===== config.mk =====
export PLATFORM = sky130hd
export DESIGN_NAME = multicycle_control_flat
export DESIGN_NICKNAME = d
export VERILOG_FILES = /design/src/rtl/multicycle_control_if.sv /design/src/rtl/multicycle_control.sv /design/src/flat_wrapper.sv
export SDC_FILE = /design/constraint.sdc
export NUM_CORES = 1
export LEC_CHECK = 0
export ABC_AREA = 1
export CAP_MARGIN = 40
export CELL_PAD_IN_SITES_DETAIL_PLACEMENT = 0
export CELL_PAD_IN_SITES_GLOBAL_PLACEMENT = 1
export CORE_MARGIN = 2
export CORE_UTILIZATION = 42
export DETAILED_ROUTE_END_ITERATION = 10
export DONT_BUFFER_PORTS = 1
export GPL_TIMING_DRIVEN = 0
export HOLD_SLACK_MARGIN = 0.02
export PLACE_DENSITY_LB_ADDON = 0.1
export REMOVE_ABC_BUFFERS = 1
export SYNTH_ARGS = -nofsm -noshare
export SYNTH_HDL_FRONTEND = slang
export SYNTH_SLANG_ARGS = --single-unit

===== constraint.sdc =====
create_clock -name clk -period 3.83 [get_ports clk]
set_input_delay 0.9575 -clock clk [delete_from_list [all_inputs] [get_ports clk]]
set_output_delay 0.9575 -clock clk [all_outputs]
set_load 0.05 [all_outputs]

===== src/rtl/multicycle_control_if.sv =====
// Memory handshake bundle between the multicycle controller and the shared
// memory port.
//   mem_req   : request valid (controller -> memory)
//   mem_write : write qualifier for mem_req (controller -> memory)
//   mem_ready : memory completes the current request this cycle (memory -> controller)
// Modports: master = controller side, slave = memory side.
interface multicycle_control_if;
  logic mem_req;
  logic mem_write;
  logic mem_ready;

  modport master (output mem_req, output mem_write, input mem_ready);
  modport slave  (input mem_req, input mem_write, output mem_ready);
endinterface


===== src/rtl/multicycle_control.sv =====
// multicycle_control: Moore FSM sequencing RV32I LW/SW/R/I/BEQ/JAL over a
// shared memory port, with ALU decoder and memory-wait watchdog.
// Ports:
//   clk, rst           : clock, synchronous active-high reset
//   mem                : memory handshake (master modport)
//   op_code_i/func3_i/func7_i/zero_i : instruction fields, ALU zero flag
//   adr_src_o, ir_write_o, pc_update_o, reg_write_o, result_src_o,
//   alu_src_a_o, alu_src_b_o, imm_type_o, alu_control_o : datapath control
//   illegal_instr_o, mem_err_o, state_dbg_o : status
// Build option: define CTRL_ILLEGAL_TRAP_EN to trap illegal opcodes into ERROR
// with a sticky illegal_instr_o.
//
// state    | meaning
// FETCH    | fetch instruction at PC, PC <= PC+4 on completion
// DECODE   | decode opcode, precompute branch target
// MEMADR   | compute load/store address
// MEMREAD  | load data read, wait for memory
// MEMWB    | write load data to register file
// MEMWRITE | store data write, wait for memory
// EXECR    | R-type ALU operation
// EXECI    | I-type ALU operation
// ALUWB    | write ALUOut to register file
// BEQ      | compare, branch if zero
// JAL      | jump, compute link address
// ERROR    | watchdog timeout or trapped opcode, sticky until rst
module multicycle_control #(
  parameter int ALU_CTRL_W  = 3,
  parameter int IMM_TYPE_W  = 3,
  parameter int MEM_TIMEOUT = 16
) (
  input  logic                    clk,
  input  logic                    rst,
  multicycle_control_if.master    mem,
  input  logic [6:0]              op_code_i,
  input  logic [2:0]              func3_i,
  input  logic [6:0]              func7_i,
  input  logic                    zero_i,
  output logic                    adr_src_o,
  output logic                    ir_write_o,
  output logic                    pc_update_o,
  output logic                    reg_write_o,
  output logic [1:0]              result_src_o,
  output logic [1:0]              alu_src_a_o,
  output logic [1:0]              alu_src_b_o,
  output logic [IMM_TYPE_W-1:0]   imm_type_o,
  output logic [ALU_CTRL_W-1:0]   alu_control_o,
  output logic                    illegal_instr_o,
  output logic                    mem_err_o,
  output logic [3:0]              state_dbg_o
);
  typedef enum logic [3:0] {
    S_FETCH = 4'd0, S_DECODE = 4'd1, S_MEMADR = 4'd2, S_MEMREAD = 4'd3,
    S_MEMWB = 4'd4, S_MEMWRITE = 4'd5, S_EXECR = 4'd6, S_EXECI = 4'd7,
    S_ALUWB = 4'd8, S_BEQ = 4'd9, S_JAL = 4'd10, S_ERROR = 4'd11
  } state_t;

  typedef enum logic [1:0] {OP_ADD, OP_SUB, OP_FUNC} alu_op_t;

  localparam logic [6:0] OPC_LOAD   = 7'b0000011;
  localparam logic [6:0] OPC_STORE  = 7'b0100011;
  localparam logic [6:0] OPC_RTYPE  = 7'b0110011;
  localparam logic [6:0] OPC_ITYPE  = 7'b0010011;
  localparam logic [6:0] OPC_BRANCH = 7'b1100011;
  localparam logic [6:0] OPC_JAL    = 7'b1101111;

  localparam int CNT_W = (MEM_TIMEOUT > 1) ? $clog2(MEM_TIMEOUT) : 1;
  localparam logic [CNT_W-1:0] WDOG_LAST = CNT_W'(MEM_TIMEOUT - 1);

  state_t           state_q, state_d;
  logic [CNT_W-1:0] wdog_q, wdog_d;
  logic             mem_err_q, mem_err_d;
  logic             trap_q, trap_d;
  alu_op_t          alu_op;
  logic             mem_req_c, mem_write_c, ir_write_c, pc_update_c, reg_write_c;
  logic             illegal_c;
  logic             wait_last;
  logic             unused_func7;

  assign unused_func7 = ^{func7_i[6], func7_i[4:0]};

  // The cycle in which one more low mem_ready would exceed the allowed wait.
  assign wait_last = (MEM_TIMEOUT != 0) && (wdog_q == WDOG_LAST);

  always_comb begin
    state_d      = state_q;
    mem_req_c    = 1'b0;
    mem_write_c  = 1'b0;
    ir_write_c   = 1'b0;
    pc_update_c  = 1'b0;
    reg_write_c  = 1'b0;
    adr_src_o    = 1'b0;
    result_src_o = 2'b00;
    alu_src_a_o  = 2'b00;
    alu_src_b_o  = 2'b00;
    alu_op       = OP_ADD;
    illegal_c    = 1'b0;
    mem_err_d    = mem_err_q;
    trap_d       = trap_q;
    case (state_q)
      S_FETCH: begin
        mem_req_c    = 1'b1;
        alu_src_b_o  = 2'b10;
        result_src_o = 2'b10;
        ir_write_c   = mem.mem_ready;
        pc_update_c  = mem.mem_ready;
        if (mem.mem_ready) state_d = S_DECODE;
        else if (wait_last) begin
          state_d   = S_ERROR;
          mem_err_d = 1'b1;
        end
      end
      S_DECODE: begin
        alu_src_a_o = 2'b01;
        alu_src_b_o = 2'b01;
        case (op_code_i)
          OPC_LOAD, OPC_STORE: state_d = S_MEMADR;
          OPC_RTYPE:           state_d = S_EXECR;
          OPC_ITYPE:           state_d = S_EXECI;
          OPC_BRANCH:          state_d = S_BEQ;
          OPC_JAL:             state_d = S_JAL;
          default: begin
            illegal_c = 1'b1;
`ifdef CTRL_ILLEGAL_TRAP_EN
            trap_d  = 1'b1;
            state_d = S_ERROR;
`else
            state_d = S_FETCH;
`endif
          end
        endcase
      end
      S_MEMADR: begin
        alu_src_a_o = 2'b10;
        alu_src_b_o = 2'b01;
        state_d     = (op_code_i == OPC_STORE) ? S_MEMWRITE : S_MEMREAD;
      end
      S_MEMREAD: begin
        mem_req_c = 1'b1;
        adr_src_o = 1'b1;
        if (mem.mem_ready) state_d = S_MEMWB;
        else if (wait_last) begin
          state_d   = S_ERROR;
          mem_err_d = 1'b1;
        end
      end
      S_MEMWB: begin
        result_src_o = 2'b01;
        reg_write_c  = 1'b1;
        state_d      = S_FETCH;
      end
      S_MEMWRITE: begin
        mem_req_c   = 1'b1;
        mem_write_c = 1'b1;
        adr_src_o   = 1'b1;
        if (mem.mem_ready) state_d = S_FETCH;
        else if (wait_last) begin
          state_d   = S_ERROR;
          mem_err_d = 1'b1;
        end
      end
      S_EXECR: begin
        alu_src_a_o = 2'b10;
        alu_op      = OP_FUNC;
        state_d     = S_ALUWB;
      end
      S_EXECI: begin
        alu_src_a_o = 2'b10;
        alu_src_b_o = 2'b01;
        alu_op      = OP_FUNC;
        state_d     = S_ALUWB;
      end
      S_ALUWB: begin
        reg_write_c = 1'b1;
        state_d     = S_FETCH;
      end
      S_BEQ: begin
        alu_src_a_o = 2'b10;
        alu_op      = OP_SUB;
        pc_update_c = zero_i;
        state_d     = S_FETCH;
      end
      S_JAL: begin
        alu_src_a_o = 2'b01;
        alu_src_b_o = 2'b10;
        pc_update_c = 1'b1;
        state_d     = S_ALUWB;
      end
      S_ERROR: state_d = S_ERROR;
      default: state_d = S_FETCH;
    endcase

    // Counter restarts whenever the state changes, so it is zero on entry
    // to every memory-waiting state.
    wdog_d = wdog_q;
    if (state_d != state_q) wdog_d = '0;
    else if (mem_req_c && !mem.mem_ready && MEM_TIMEOUT != 0) wdog_d = wdog_q + 1'b1;
  end

  always_comb begin
    alu_control_o = ALU_CTRL_W'(3'b000);
    case (alu_op)
      OP_SUB:  alu_control_o = ALU_CTRL_W'(3'b001);
      OP_FUNC: begin
        case (func3_i)
          3'b000:  alu_control_o = (op_code_i[5] && func7_i[5]) ? ALU_CTRL_W'(3'b001)
                                                                 : ALU_CTRL_W'(3'b000);
          3'b010:  alu_control_o = ALU_CTRL_W'(3'b101);
          3'b100:  alu_control_o = ALU_CTRL_W'(3'b100);
          3'b110:  alu_control_o = ALU_CTRL_W'(3'b011);
          3'b111:  alu_control_o = ALU_CTRL_W'(3'b010);
          default: alu_control_o = ALU_CTRL_W'(3'b111);
        endcase
      end
      default: alu_control_o = ALU_CTRL_W'(3'b000);
    endcase
  end

  always_comb begin
    case (op_code_i)
      OPC_STORE:  imm_type_o = IMM_TYPE_W'(3'b001);
      OPC_BRANCH: imm_type_o = IMM_TYPE_W'(3'b010);
      OPC_JAL:    imm_type_o = IMM_TYPE_W'(3'b011);
      default:    imm_type_o = IMM_TYPE_W'(3'b000);
    endcase
  end

  always_ff @(posedge clk) begin
    if (rst) begin
      state_q   <= S_FETCH;
      wdog_q    <= '0;
      mem_err_q <= 1'b0;
      trap_q    <= 1'b0;
    end else begin
      state_q   <= state_d;
      wdog_q    <= wdog_d;
      mem_err_q <= mem_err_d;
      trap_q    <= trap_d;
    end
  end

  // Strobes are held off for the whole reset cycle.
  assign mem.mem_req     = mem_req_c & ~rst;
  assign mem.mem_write   = mem_write_c & ~rst;
  assign ir_write_o      = ir_write_c & ~rst;
  assign pc_update_o     = pc_update_c & ~rst;
  assign reg_write_o     = reg_write_c & ~rst;
  assign illegal_instr_o = illegal_c | trap_q;
  assign mem_err_o       = mem_err_q;
  assign state_dbg_o     = state_q;
endmodule


===== src/flat_wrapper.sv =====
// flat-port wrapper written by rule: the top's interface ports become plain ports
module multicycle_control_flat 
#(
  parameter int ALU_CTRL_W  = 3,
  parameter int IMM_TYPE_W  = 3,
  parameter int MEM_TIMEOUT = 16
)
  (clk, rst, op_code_i, func3_i, func7_i, zero_i, adr_src_o, ir_write_o, pc_update_o, reg_write_o, result_src_o, alu_src_a_o, alu_src_b_o, imm_type_o, alu_control_o, illegal_instr_o, mem_err_o, state_dbg_o, mem_mem_req, mem_mem_write, mem_mem_ready);
  multicycle_control_if mem_i ();
  input  logic clk;
  input  logic rst;
  input  logic [6:0] op_code_i;
  input  logic [2:0] func3_i;
  input  logic [6:0] func7_i;
  input  logic zero_i;
  output logic adr_src_o;
  output logic ir_write_o;
  output logic pc_update_o;
  output logic reg_write_o;
  output logic [1:0] result_src_o;
  output logic [1:0] alu_src_a_o;
  output logic [1:0] alu_src_b_o;
  output logic [IMM_TYPE_W-1:0] imm_type_o;
  output logic [ALU_CTRL_W-1:0] alu_control_o;
  output logic illegal_instr_o;
  output logic mem_err_o;
  output logic [3:0] state_dbg_o;
  output wire logic [$bits(mem_i.mem_req)-1:0] mem_mem_req;
  output wire logic [$bits(mem_i.mem_write)-1:0] mem_mem_write;
  input wire logic [$bits(mem_i.mem_ready)-1:0] mem_mem_ready;
  assign mem_mem_req = mem_i.mem_req;
  assign mem_mem_write = mem_i.mem_write;
  assign mem_i.mem_ready = mem_mem_ready;
  multicycle_control #(.ALU_CTRL_W(ALU_CTRL_W), .IMM_TYPE_W(IMM_TYPE_W), .MEM_TIMEOUT(MEM_TIMEOUT)) u_core (.clk(clk), .rst(rst), .mem(mem_i), .op_code_i(op_code_i), .func3_i(func3_i), .func7_i(func7_i), .zero_i(zero_i), .adr_src_o(adr_src_o), .ir_write_o(ir_write_o), .pc_update_o(pc_update_o), .reg_write_o(reg_write_o), .result_src_o(result_src_o), .alu_src_a_o(alu_src_a_o), .alu_src_b_o(alu_src_b_o), .imm_type_o(imm_type_o), .alu_control_o(alu_control_o), .illegal_instr_o(illegal_instr_o), .mem_err_o(mem_err_o), .state_dbg_o(state_dbg_o));
endmodule

After elaboration in Yosys (flattened, before gate mapping)
Index checks and enable logic that the tools add are counted.
{ "word_totals": {"ff_bits": 9, "inputBits": 21, "out_inout_bits": 24, "word_cells": 77} }
{ "classes": {"n_addsub": 1, "n_eq_ne": 25, "mux": 23, "bitwise": 7, "reduce_logical": 18} }
{ "ops": {"columns": ["op", "n"], "rows": [
  ["4-bit case mux with 7 select lines", 1],
  ["4-bit == test, second input constant", 5],
  ["4-bit case mux with 5 select lines", 1],
  ["4-bit by 3-bit == test with 1-bit output, second input constant", 4],
  ["4-bit 2-to-1 mux", 4],
  ["2-bit case mux with 2 select lines", 4],
  ["3-bit case mux with 5 select lines", 1],
  ["7-bit by 6-bit == test with 1-bit output, second input constant", 2],
  ["7-bit == test, second input constant", 2],
  ["2-bit OR reduction", 7],
  ["3-bit == test, second input constant", 3],
  ["3-bit OR reduction", 3],
  ["4-bit by 2-bit == test with 1-bit output, second input constant", 2],
  ["1-bit 2-to-1 mux", 8],
  ["7-bit by 2-bit == test with 1-bit output, second input constant", 1],
  ["7-bit by 5-bit == test with 1-bit output, second input constant", 1],
  ["2-bit case mux with 3 select lines", 1],
  ["3-bit case mux with 2 select lines", 1],
  ["6-bit OR reduction", 1],
  ["1-bit bitwise AND", 5],
  ["4-bit by 1-bit adder with 4-bit output, second input constant", 1],
  ["4-bit by 1-bit == test with 1-bit output, second input constant", 1],
  ["4-bit zero test", 1],
  ["4-bit inequality test", 1],
  ["11 further kinds", 13]
]} }

Depth between registers and ports, before layout
{ "logic_depth": {"depth_word": 6, "depth_mapped": 13, "mapped_depth_nobuf": 12} }

Least setup slack after synthesis
No wires, ideal clock.
{ "synth_path": {"path_kind": "flip-flop to output port", "start": "reg u_core.state_q[0] (netlist: u_core.state_dbg_o[0])", "end": "out alu_control_o[0]", "arrival_ns": 2.117, "required_ns": 2.873, "setup_slack_ns": 0.755, "path_stages_with_launch": 6, "n_path_buf": 0, "path_cell_list": "dfxtp_1 nand2_1 nor2_1 inv_1 ha_1 nor2_1"} }
{ "synth_between": {"elab_chain_cells": 5, "elab_cells_between_ends": 8, "cone_classes": "eq/ne (5); mux (2); reduce/logical (1)"} }
{ "synth_lines": {"columns": ["item", "line", "source"], "rows": [
  ["from (decl)", "multicycle_control.sv:69", "state_t state_q, state_d;"],
  ["from (signal assigned)", "multicycle_control.sv:234", "state_q <= state_d;"],
  ["4-bit by 3-bit == test with 1-bit output", "multicycle_control.sv:99", "case (state_q)"],
  ["2-bit OR reduction (no source line)", null, null],
  ["2-bit case mux with 2 select lines *", "multicycle_control.sv:99", null],
  ["2-bit == test or 2-bit by 1-bit == test with 1-bit output (tied branches)", "multicycle_control.sv:201", "case (alu_op)"],
  ["3-bit case mux with 2 select lines *", "multicycle_control.sv:201", null],
  ["to (decl)", "flat_wrapper.sv:24", "output logic [ALU_CTRL_W-1:0] alu_control_o;"]
]} }
Mark *: on every way between the ends. The rest lies on a longest branch, timed or not.

Final worst setup path
{ "layout_path": {"start": "reg u_core.state_q[1] (netlist: u_core.state_dbg_o[1])", "end": "out alu_control_o[0]"} }
The elaborated chain is that of the path after synthesis.

==> impl_metrics.tcl <==
set metrics [dict create \
    status "completed" \
    tightest_slew_ps 880 \
    r2r_start "u_core.state_dbg_o[1]" \
    utilization_pct 47.5 \
    power.internal_w 0.000167 \
    diodes 0 \
    fin_crit_sh_pct 92.3 \
    antenna_found_initial 0 \
    rsz0062_at_grt "false" \
    ff2ff_path_depth 12 \
    post_cts_resized 0 \
    dp_hpwl_um 1810 \
    core_area_sq_mm 0.00217 \
    syn_inst 170 \
    clk_latency_ps 250 \
    max_freq_mhz 283 \
    drt.antenna.violating_nets 0 \
    holdCritPathClass "reg2reg" \
    num_io_pins 45 \
    max_slew_margin_pct 41.1 \
    post-cts-setup-buffers 0 \
    synth_largest_area_cell "nand2_1" \
    cts-root-buf "clkbuf_4" \
    synth_edf_count 0 \
    r2r_slack_ps 1650 \
    setup_ws_ps 297 \
    vias_per_cell 5.04 \
    yosys_warnings 0 \
    path_buf_inv 2 \
    die_w_um 51.6 \
    grt_max_degree 10 \
    htreeDepth 1 \
    hold_buffers 0 \
    vias 1029 \
    ys_ff_latch 9 \
    place.gp.congestion 0.851 \
    synth_top_area_share_pct 20.1 \
    finClkSkew_ps 2.49 \
    grt_pass1_wl_um 3910 \
    num_rows 17 \
    maxSlewViolCount 0 \
    yosysSeqAreaShare_pct 18.9 \
    p_leak_nw 0.538 \
    totalWireLength_um 2250 \
    first_global_vias 938 \
    drv_cap 0 \
    drt_iter0_markers 26 \
    dieArea_sq_mm 0.00267 \
    critical-path-top-cell-by-count "nor2_1" \
    synth_cell_types 27 \
    hold_violations 0 \
    min_period_ps 3530 \
    grtUsageTotal_pct 18.6 \
    slowest_stage "dfxtp_1" \
    startpoint "u_core.state_dbg_o[1]" \
    switching_share_pct 44.4 \
    syn_area_sq_um 953 \
    drc 0 \
    timing.rr.end "u_core.wdog_q[0]" \
    crit_cells 7 \
    tns_ps 0 \
    die_h_um 51.6 \
    synth_top_flop_cell "dfxtp_1" \
    pre_cts_ws_ps 589 \
    share_comb_of_total_power_pct 39.9 \
    detail_route.first_pass.iterations 4 \
    cp-start-kind "flop" \
    whs_ps 541 \
    ys_top_cells_by_count "51 x nand2_1, 29 x nor2_1, 21 x inv_1, 16 x nand3_1, 9 x dfxtp_1" \
    async_flop_share_pct 0 \
    cts_tree "yes" \
    p_per_area_mw_per_mm2 292 \
    cpPeakStageDelay_ps 810 \
    drive_gt1_share_pct 14.2 \
    p_seq_share_pct 36.6 \
    crit_required_ps 2870 \
    cp-end-kind "output pin" \
    crit_end "alu_control_o[0]" \
    portBuffers 0 \
    crit_type "reg2out" \
    syn-mean-instance-area_sq_um 5.61 \
    grt_overflow_total 0 \
    wl_per_cell_um 11.0 \
    cpLargestDelayFamily "simple AND/OR/NAND/NOR gates" \
    cts_buffer_depth 2 \
    worstPathArrival_ps 2580 \
    ys_top_cells_by_area "nand2_1 20%, dfxtp_1 19%, nor2_1 11%, nand3_1 8.4%, inv_1 8.3%" \
    n_fill_cell 242 \
    area_delta_synth_final_pct 8.01 \
    cts_made_buffers 3 \
    crit_fanout 9 \
    hp-start "u_core.wdog_q[3]" \
    nets 201 \
    yosysMostFrequentCell "nand2_1" \
    p_sw_w 0.000133 \
    clock_sinks 9 \
    p_clk_share_pct 23.5 \
    crit_chain "clkinv_2 -> nand2_1 -> nor2_1 -> inv_1 -> ha_1 -> a21oi_1 -> nor2_1" \
    start_util_pct 43.9 \
    finalSetupViolations 0 \
    clk_pin_slew_ps 60 \
    vdd_drop_max_mv 0.180 \
]
flip-flops by register name, indices dropped and copies added, names as in the netlist:
register and cells:
u_core.mem_err_o 1, u_core.state_dbg_o 4, u_core.wdog_q 4
power groups by stage:
stage | clock, W | sequential (W) | combinational [W]
6_report | 0.0000708 | 0.000110 | 0.000120
2_1_floorplan | 0 | 0.000111 | 0.000102
5_1_grt | 0.0000777 | 0.000111 | 0.000130
3_3_place_gp | 0 | 0.000112 | 0.000111
3_5_place_dp | 0 | 0.000112 | 0.000121
4_1_cts | 0.0000757 | 0.000110 | 0.000121
routing by layer:
layer | GRT usage [%] | vias up | share of wire (%)
met5 | 0 | - | 0
met2 | 30.3 | 33 | 46
met4 | 3.95 | 0 | 0.62
met3 | 3.16 | 4 | 6.0
li1 | - | 544 | -
met1 | 25.7 | 448 | 47
final cells by class:
type	instances	area (sq um)	area share (%)
Multi-Input combinational cell	132	652	63.3
Inverter	26	98.8	9.60
Timing Repair Buffer	5	37.5	3.65
Sequential cell	9	180	17.5
Clock buffer	4	26.3	2.55
Tap cell	28	35.0	3.40
metrics by stage:
stage / power [W] / cell area, sq um / std cells
after floorplan: 0.000212 / 931 / 167
final: 0.000301 / 1030 / 204
after global placement: 0.000223 / 966 / 195
after global routing: 0.000319 / 1030 / 204
after detailed placement: 0.000233 / 1000 / 200
after CTS: 0.000307 / 1030 / 204
cells in the final DEF, fill, tap and decap left out:
master,netlist,layout
a21boi_2,1,1
a21oi_1,6,6
a31oi_1,3,3
and3_1,1,1
buf_4,1,5
clkbuf_1,1,1
clkbuf_4,0,3
clkinv_1,1,1
clkinv_2,1,1
conb_1,1,1
dfxtp_1,9,9
ha_1,3,3
inv_1,21,21
inv_2,3,3
mux2_2,1,1
nand2_1,51,51
nand2_2,4,4
nand3_1,16,16
nand3_2,3,3
nand3_4,1,1
nand4_1,2,2
nor2_1,29,29
nor2_2,3,3
nor3_1,3,3
o211ai_1,1,1
xnor2_1,1,1
xor2_1,2,2
cell families (layout without fill, tap and decap cells):
family	Yosys count	after routing	share of synthesized area, %
fa+ha+maj	3	3	3.94
buf+inv	29	35	12.7
other cells	1	1	0.393
mux	1	1	1.18
xor+xnor	3	3	2.76
flops	9	9	18.9
simple gates	113	113	53.0
compound gates	11	11	7.09
worst register-to-register path: stages, from the launching register on:
cell and delay (ps):
dfxtp_1 810, clkinv_2 230, nand2_1 150, nor2_2 90, inv_2 70, nor2_1 40, nor2_1 190, nand2_1 80
nand2_1 60, nand2_1 50, nor2_1 110, nand2_1 120, nor2_1 100
how the worst min path moves through the flow:
stage	end	slack (ps)	cells past startpoint
after floorplan	u_core.wdog_q[3]	500	3
after global placement	u_core.wdog_q[3]	520	3
after detailed placement	u_core.wdog_q[3]	530	3
after CTS	u_core.wdog_q[3]	550	3
after global routing	u_core.wdog_q[3]	560	3
final	u_core.wdog_q[3]	540	3
(Power assumes the default switching activity.)
==> patch 1 (same settings) <==
Put one more register stage on the output `state_dbg_o`, cleared by the reset. The value now appears one clock later. The other outputs are not delayed to match.
--- a/src/rtl/multicycle_control.sv
+++ b/src/rtl/multicycle_control.sv
@@ -246,6 +246,12 @@
   assign reg_write_o     = reg_write_c & ~rst;
   assign illegal_instr_o = illegal_c | trap_q;
   assign mem_err_o       = mem_err_q;
-  assign state_dbg_o     = state_q;
+  always_ff @(posedge clk) begin
+    if (rst) begin
+      state_dbg_o <= '0;
+    end else begin
+      state_dbg_o <= state_q;
+    end
+  end
 endmodule
 
Formal check against the unedited RTL: not equivalent (a bounded check fails within 4 cycles, from zero or initial values and one cycle with rst high).
==> patch 1 against the unedited design <==
Synthesized area is 17% higher; combinational power shrank 15%; design area is 19% higher; setup slack better by 260 ps; maximum frequency is 8.1% higher; sequential cell count up 4; total power is 12% higher; critical path depth decreased by 2; routed wire length increased by 13%; worst hold slack lost 2.4 ps; sequential power up 33%.
==> patch 1: results <==
{
  "track_usage": 0.170,
  "p_sw_frac": 0.385,
  "rr_endpoint": "u_core.wdog_q[2]$_SDFFE_PP0P_",
  "worst_skew_pair.late_latency_ps": 280,
  "grt_pass1_wl_um": 4310,
  "vias": 1126,
  "use_met2": 0.281,
  "synthXorXnorAreaFrac": 0.0235,
  "status": "completed",
  "grt_max_degree": 13,
  "max_slew_margin": 0.410,
  "worst-r2r-cell-count": 10,
  "synth_common_cells": "nand2_1, nor2_1, inv_1",
  "r2r_start": "u_core.state_q[1]$_SDFF_PP0_",
  "grt_use_met3": 0.0512,
  "drive_gt1_frac": 0.200,
  "met1_usage": 0.224,
  "gp_congestion": 0.842,
  "nNetsFinal": 215,
  "avgSynthCellArea_um2": 6.14,
  "yosys.cell_types.count": 31,
  "port_buffers": 0,
  "place_area_um2": 1190,
  "synth_fa_ha_area_frac": 0.0336,
  "synth.mux.area_fraction": 0.0101,
  "ir_drop_uv": 219,
  "drt-total-wl_um": 2540,
  "layout_min_cycle_time_ps": 3270,
  "place_hpwl_um": 2110,
  "fin_skew_ps": 3.94,
  "pre_cts_slack_ps": 778,
  "leakagePower_uw": 0.000595,
  "rrSetupSlack_ps": 2060,
  "synth_area_leaders": "dfxtp_1, nand2_1, nor2_1",
  "drtIter0Drc": 28
}
[patch 1: cell types whose count changed in the layout (fill, tap and decap cells not counted), moves of 3 or more]
| cell | delta |
|---|---|
| dfxtp_1 | +4 |
| inv_1 | +5 |
| nand2_1 | -11 |
| nor2_4 | +3 |
[patch 1: metal layers]
layer | routed length [um] | up-vias
met5 | 0 | -
met4 | 8 | 0
met1 | 1180 | 513
met3 | 146 | 2
li1 | - | 587
met2 | 1210 | 24
[patch 1: power by group through the flow]
stage / Combinational [uW] / Sequential [uW] / Clock, uW
4_1_cts: 103 / 146 / 92.3
3_3_place_gp: 94.6 / 149 / 0
5_1_grt: 111 / 146 / 96.6
6_report: 102 / 146 / 88.9
2_1_floorplan: 85.4 / 148 / 0
3_5_place_dp: 102 / 149 / 0
[patch 1: cell families after synthesis]
group                      Yosys count
and+or+nand+nor                    113
DFF                                 13
muxes                                1
adders and majority gates            3
other                                1
AOI/OAI and AO/OA                   13
buffers and inverters               35
xor gates and xnor gates             3
[patch 1: how the worst max path moves through the flow]
stage,startpoint,cells after the start,end
3_5_place_dp,func3_i[0],5,alu_control_o[0]
3_3_place_gp,op_code_i[1],5,illegal_instr_o
6_report,u_core.state_q[1]$_SDFF_PP0_,5,alu_control_o[0]
5_1_grt,u_core.state_q[1]$_SDFF_PP0_,5,alu_control_o[0]
4_1_cts,u_core.state_q[1]$_SDFF_PP0_,5,alu_control_o[0]
2_1_floorplan,op_code_i[1],5,illegal_instr_o
[patch 1: worst max-delay path, cell delays in order (launching register included)]
cell	delay, ps
dfxtp_1	600
inv_1	190
nor2_1	190
inv_1	80
ha_1	290
nor2_1	680
[patch 1: through the flow]
step                      std cells  hold WS [ps]  power (uW)
after floorplan                 179           501         234
after global placement          209           520         243
after detailed placement        216           527         251
after CTS                       220           540         341
after global routing            220           599         354
final                           220           539         336
[patch 1: final cells by class]
class,count,area (um2)
clock buffers,4,26.3
fillers,292,1280
multi-input cells,134,724
well taps,30,37.5
inverters,32,120
repair buffers,7,52.6
flip-flops and latches,13,260
==> patch 2 (config.mk and constraints unchanged) <==
Made on the original files. The option `CTRL_ILLEGAL_TRAP_EN` is turned on by a define.
--- a/src/rtl/multicycle_control.sv
+++ b/src/rtl/multicycle_control.sv
@@ -23,6 +23,8 @@
 // BEQ      | compare, branch if zero
 // JAL      | jump, compute link address
 // ERROR    | watchdog timeout or trapped opcode, sticky until rst
+`define CTRL_ILLEGAL_TRAP_EN
+
 module multicycle_control #(
   parameter int ALU_CTRL_W  = 3,
   parameter int IMM_TYPE_W  = 3,
Behaviour: not the same (Yosys sat finds a counterexample within 4 cycles, from zero or initial values and one cycle with rst high).
==> patch 2 against the unedited design <==
Design area grew 10%; clock skew increased by 1.3 ps; largest cell class unchanged; highest routed layer is now met3; global-route usage shrank 0.36 points; cell count grew 4.4%; setup slack improved by 11 ps; synthesized area is 13% higher; critical path depth unchanged; sequential cell count increased by 1; routed wire length increased by 7.2%; via count increased by 3.7%.
Power is not compared: it rests on default switching activity, and its combinational part moved more than twofold at a synthesized area within 25%.
==> patch 2: results <==
{
  "status": "completed",
  "port_buffers": 0,
  "gp_congestion": 0.856,
  "cpPeakStageDelay_ps": 730,
  "worst-r2r-cell-count": 11,
  "vias": 1067,
  "synthXorXnorAreaFrac": 0.0243,
  "hold_end": "u_core.trap_q$_SDFFE_PP0P_",
  "cp_data_arrival_time_ps": 2570,
  "tightest_slew_ps": 882,
  "drtIter0Drc": 14,
  "wl_met2_um": 1100,
  "use_met2": 0.302,
  "place_hpwl_um": 2010,
  "wl_met3_um": 153,
  "grt_pass1_wl_um": 3950,
  "cp_max_fo": 6,
  "yosys.cell_types.count": 32,
  "synthArstFlopShare": 0,
  "synth.mux.area_fraction": 0.0104,
  "drive_gt1_frac": 0.202,
  "synth-compound-area-share": 0.0730,
  "synth_common_cells": "nand2_1, nor2_1, inv_1",
  "hp-start": "u_core.trap_q$_SDFFE_PP0P_",
  "rrSetupSlack_ps": 1620,
  "wl_met1_um": 1160,
  "place_area_um2": 1110,
  "synth_fa_ha_area_frac": 0.0348,
  "grt_max_degree": 11,
  "hold_slack_ps": 453,
  "track_usage": 0.183,
  "grt_use_met3": 0.0492,
  "topRoutingLayerUsed": "met3",
  "synth_area_leaders": "dfxtp_1, nand2_1, nor2_1",
  "met1_usage": 0.236
}
-- patch 2: per-stage QoR --
| stage | setup WS, ps | util | std cells |
|---|---|---|---|
| CTS | 279 | 0.463 | 213 |
| global placement | 570 | 0.442 | 206 |
| floorplan | 690 | - | 176 |
| detailed placement | 569 | 0.454 | 210 |
| global route | 154 | 0.463 | 213 |
| finish | 307 | 0.463 | 213 |
-- patch 2: worst max path at each step --
stage	to	slack [ps]
5_1_grt	alu_control_o[0]	150
6_report	alu_control_o[0]	310
2_1_floorplan	alu_control_o[0]	690
3_5_place_dp	alu_control_o[0]	570
4_1_cts	alu_control_o[0]	280
3_3_place_gp	alu_control_o[0]	570
-- patch 2: cell type report --
class,instances,share of cell area
clock buffers,3,0.0198
well taps,30,0.0330
multi-input cells,134,0.639
repair buffers,4,0.0264
flip-flops and latches,10,0.176
inverters,32,0.106
